--- src/rtl/hazard_scoreboard.sv ---
// hazard_scoreboard: per-register countdown scoreboard producing Decode stalls and a busy mask.
// Optional long-latency (mul/div) tracking with WAW protection is enabled by defining MULDIV_TRACK_EN.
module hazard_scoreboard (
    input  logic        clk,
    input  logic        rst,
    input  logic        issueValid,
    input  logic        issueRegWrite,
    input  logic [4:0]  issueRd,
    input  logic [1:0]  issueLat,
    input  logic        issueLong,
    input  logic [4:0]  rs1D,
    input  logic [4:0]  rs2D,
    input  logic        rs1Used,
    input  logic        rs2Used,
    input  logic        flushE,
    input  logic        wbLongValid,
    input  logic [4:0]  wbLongRd,
    output logic        stallD,
    output logic        issueAccept,
    output logic [31:0] busyMask
);
    logic [1:0]  cnt_q [1:31];
    logic [1:0]  cnt_d [1:31];
    logic [31:1] long_q, long_d;
    logic [31:0] long_vec;
    logic [4:0]  last_rd_q;
    logic        last_valid_q, last_valid_d;
    logic        rs_hazard, waw, issue_wr, long_set, kill;

    always_comb begin
        busyMask[0] = 1'b0;
        for (int r = 1; r < 32; r++) busyMask[r] = (cnt_q[r] != 2'd0) || long_q[r];
    end

    assign long_vec    = {long_q, 1'b0};
    assign rs_hazard   = (rs1Used && rs1D != 5'd0 && busyMask[rs1D]) ||
                         (rs2Used && rs2D != 5'd0 && busyMask[rs2D]);
    assign stallD      = issueValid && (rs_hazard || waw);
    assign issueAccept = issueValid && !stallD && !flushE;
    assign issue_wr    = issueAccept && issueRegWrite && issueRd != 5'd0;
    assign kill        = flushE && last_valid_q;

`ifdef MULDIV_TRACK_EN
    assign long_set = issueAccept && issueLong && issueRd != 5'd0;
    assign waw      = issueRegWrite && issueRd != 5'd0 && long_vec[issueRd];
`else
    logic unused_ok;
    assign unused_ok = ^{issueLong, wbLongValid, wbLongRd, long_vec[0]};
    assign long_set  = 1'b0;
    assign waw       = 1'b0;
`endif

    assign last_valid_d = issue_wr || long_set;

    // A flush kills only last cycle's destination; a new load overrides the decrement.
    always_comb begin
        for (int r = 1; r < 32; r++) begin
            cnt_d[r] = (kill && last_rd_q == 5'(r))     ? 2'd0 :
                       (issue_wr && issueRd == 5'(r))  ? issueLat :
                       (cnt_q[r] != 2'd0)              ? cnt_q[r] - 2'd1 : 2'd0;
`ifdef MULDIV_TRACK_EN
            long_d[r] = (long_q[r] && !(wbLongValid && wbLongRd == 5'(r)) && !(kill && last_rd_q == 5'(r))) ||
                        (long_set && issueRd == 5'(r));
`else
            long_d[r] = 1'b0;
`endif
        end
    end

    always_ff @(posedge clk) begin
        if (rst) begin
            for (int r = 1; r < 32; r++) cnt_q[r] <= 2'd0;
            long_q       <= '0;
            last_valid_q <= 1'b0;
            last_rd_q    <= 5'd0;
        end else begin
            cnt_q        <= cnt_d;
            long_q       <= long_d;
            last_valid_q <= last_valid_d;
            last_rd_q    <= issueRd;
        end
    end
endmodule

--- config.mk ---
export PLATFORM = sky130hd
export DESIGN_NAME = hazard_scoreboard
export DESIGN_NICKNAME = d
export VERILOG_FILES = /design/src/rtl/hazard_scoreboard.sv
export SDC_FILE = /design/constraint.sdc
export NUM_CORES = 1
export LEC_CHECK = 0
export CELL_PAD_IN_SITES_DETAIL_PLACEMENT = 1
export CELL_PAD_IN_SITES_GLOBAL_PLACEMENT = 2
export CORE_MARGIN = 3
export CORE_UTILIZATION = 33
export DETAILED_ROUTE_END_ITERATION = 8
export PLACE_DENSITY = 0.85
export REMOVE_ABC_BUFFERS = 1
export SLEW_MARGIN = 20
export SYNTH_ARGS = -nofsm -noshare
export SYNTH_HDL_FRONTEND = slang
export SYNTH_SLANG_ARGS = --single-unit
--- constraint.sdc ---
create_clock -name clk -period 4.82 [get_ports clk]
set_input_delay 1.205 -clock clk [delete_from_list [all_inputs] [get_ports clk]]
set_output_delay 1.205 -clock clk [all_outputs]
set_load 0.01 [all_outputs]
==> metrics.md <==
| Metric | Value |
|---|---|
| Status | complete, no violations |
| Mapped Area | 0.004521 mm2 |
| CTS tree | built |
| CTS Sinks | 68 |
| Worst Tran Pin Value | 0.8787 ns |
| Slew Viols, Final | 0 |
| Crit Path Class | in2out |
| Worst Path Required | 3.62 ns |
| Area leader, netlist | dfxtp_1 |
| Starting DRT DRC Count | 298 |
| Maxcap violations | 0 |
| Switch Pwr | 0.0003964 W |
| Relative slew slack | 0.4130 |
| Port bufs | 56 |
| Rows | 42 |
| Initial antenna violation count | 0 |
| RSZ-0062 raised after global routing | no |
| Vias | 4236 |
| Routability-driven placement congestion ratio | 0.8221 |
| Clock share of power | 0.493 |
| DRT Pass-1 Iters | 4 |
| Synth warn | 0 |
| Core Util, Final | 0.4249 |
| Setup TNS | 0 ns |
| Average wire per standard cell | 19.31 um |
| Hold path start | cnt_q[54] |
| Ranking of synthesized cells by area | dfxtp_1, mux2i_1, nor4_4 |
| Top-level port count | 65 |
| Starting Density | 0.3400 |
| Core outline area | 0.01330 mm2 |
| Clk Latency, worst-skew pair | 0.35 ns |
| P_leak | 2.046 nW |
| Max Root-Sink Buffers | 2 |
| DP HPWL | 11.12 mm |
| CP arrival | 3.48 ns |
| Internal power | 0.001100 W |
| Area Overhead vs Synth | 24.97% |
| Worst Skew | 0.008912 ns |
| Peak supply drop | 160.1 uV |
| Post-CTS Setup Inserts | 0 |
| Worst hold path cell count | 2 |
| CP Launch Type | input pin |
| Clk Tree Root Cell | clkbuf_16 |
| ANT cells | 0 |
| Number of global-route vias before repair | 4396 |
| Hold Buf Count CTS | 0 |
| # DRC | 0 |
| Finish-stage setup viols | 0 |
| Yosys reg bits | 68 |
| Flop pwr share | 0.380 |
| Share of the yosys chip area belonging to registers | 0.3011 |
| Fin nets | 617 |
| Placement Cell Area | 0.005316 mm2 |
| Netlist cell types | 48 |
| Final ANT Viol Nets | 0 |
| Die H | 123.0 um |
| Die area | 0.01514 mm2 |
| Die X | 123.0 um |
| Total Wirelength | 14.81 mm |
| CP Max Fanout | 10 |
| Layout cell share with drive strength beyond 1 | 0.1523 |
| Grt total ovfl | 0 |
| Pwr Density | 264.9 mW/mm2 |
| Share of the synthesized area in the top cell type | 0.3011 |
| Inserted Clock Buffers | 9 |
| Final instance area | 0.005649 mm2 |
| GR Util All Layers | 0.2053 |
| R2R setup slack | 1.91 ns |
| Reg-to-reg startpoint | cnt_q[27] |
| Fmax | 0.2134 GHz |
| Sw frac | 0.2649 |
| Syn Area/Cell | 8.562 um2 |
| Logic pwr share | 0.127 |
| FF-to-FF End | cnt_q[7] |
| Hold EP | cnt_q[55] |
| Mapped Cells | 528 |
| First-pass GRT wire length | 23.58 mm |
| FF-to-FF path depth | 9 |
| Min-Delay Path Class | reg2reg |
| Final worst-path cycle share | 0.9722 |
| H-Tree Depth | 3 |
| Minimum clock period | 4.686 ns |
| Crit end category | output port |
| Fin. Hold Viols | 0 |
| Clock transition at the registers of the reported paths | 0.06 ns |
| Drt via density | 5.523 |
| Pin count of the biggest net entering global routing | 38 |
cell usage after synthesis, drive strengths merged:
cell / n
a2111oi: 1
a211oi: 1
a21oi: 44
a311oi: 1
a31o: 1
a32o: 1
and2: 2
buf: 15
clkbuf: 16
conb: 1
dfxtp: 68
inv: 11
mux2: 2
mux2i: 63
mux4: 4
nand2: 75
nand2b: 3
nand3: 39
nand3b: 33
nand4: 4
nand4b: 2
nor2: 16
nor2b: 15
nor3: 18
nor3b: 6
nor4: 24
nor4b: 7
o2111ai: 1
o211ai: 5
o21a: 1
o21ai: 7
o311ai: 2
o31a: 1
o31ai: 2
or2: 23
or3: 2
or3b: 1
or4: 10
flip-flops by register name, summed over array words and instances, names as in the netlist:
signal / cells
last_rd_q: 5
cnt_q: 62
last_valid_q: 1
cells in the final DEF (no fill, tap or decap), drive strengths merged, types with 2 or more instances in the layout:
master and count:
nor3 18, nor3b 6, o21ai 7, and2 2, a21oi 44, inv 11
o311ai 2, nor2b 15, dlygate4sd2 5, nor2 16, nand3b 33, clkbuf 10
nor4 24, nand2 75, o31ai 2, nor4b 7, nand2b 3, nand3 39
nand4 4, buf 22, o211ai 5, clkdlybuf4s50 51, or3 2, mux4 4
bufinv 2, mux2 2, dfxtp 68, or2 23, clkinvlp 3, nand4b 2
mux2i 63, or4 10
cell families (layout without fill, tap and decap cells):
family	Yosys count	after routing	share of synthesized area
AO/OA/AOI/OAI	68	68	0.08746
buffers and inverters	42	105	0.04539
flip-flops	68	68	0.3011
multiplexers	69	69	0.1644
other	1	1	0.0008295
AND/OR/NAND/NOR	280	280	0.4008
routing by layer:
layer	vias to the layer above	track usage	wire length, um
met4	0	0.05744	257
li1	2049	-	-
met5	-	0	0
met3	19	0.04163	445
met2	68	0.3635	7439
met1	2100	0.2525	6666
how the worst max path moves through the flow:
stage,startpoint,to,slack [ns],depth (start not counted)
floorplan,rs1D[2],stallD,-0.12,7
finish,rs2D[2],stallD,0.13,10
global route,rs2D[2],stallD,0.008,10
CTS,rs2D[2],stallD,0.13,10
global placement,rs1D[2],issueAccept,-0.27,10
detailed placement,rs1D[2],issueAccept,-0.32,10
power by group through the flow:
stage	Clock [W]	Sequential, W	Combinational, W
after floorplan	0	0.000580	0.0000940
after global placement	0	0.000580	0.000184
after detailed placement	0	0.000580	0.000190
after CTS	0.000745	0.000568	0.000191
after global routing	0.000776	0.000568	0.000208
final	0.000738	0.000568	0.000191
cell type report:
type / instances / area [um2]
Fill cell: 1541 / 7646
Multi-Input combinational cell: 418 / 2968
Sequential cell: 68 / 1361
Timing Repair Buffer: 78 / 732.0
Clock buffer: 10 / 239.0
Tap cell: 176 / 220.2
Clock inverter: 6 / 87.58
Inverter: 11 / 41.29
critical path: stages:
cell             delay [ns]
clkdlybuf4s50_1        0.40
buf_4                  0.17
nor3_1                 0.17
a21oi_1                0.07
mux4_2                 0.49
nand4b_1               0.13
nand4_2                0.12
or2_4                  0.29
and2_1                 0.15
dlygate4sd2_1          0.28
per-stage QoR:
step	setup WS (ns)	hold slack [ns]	power (W)	std cells
global placement	-0.2695	0.4625	0.0007644	751
global route	0.008387	0.4950	0.001552	767
finish	0.1339	0.4835	0.001497	767
CTS	0.1312	0.4839	0.001504	767
floorplan	-0.1222	0.4527	0.0006737	497
detailed placement	-0.3211	0.4848	0.0007706	751
repair_timing:
item	in CTS	in global routing
hold endpoints to repair	0	0
gates resized for setup	8	0
endpoints found under the setup margin	2	0
No activity file was read; power rests on OpenSTA's default activity.
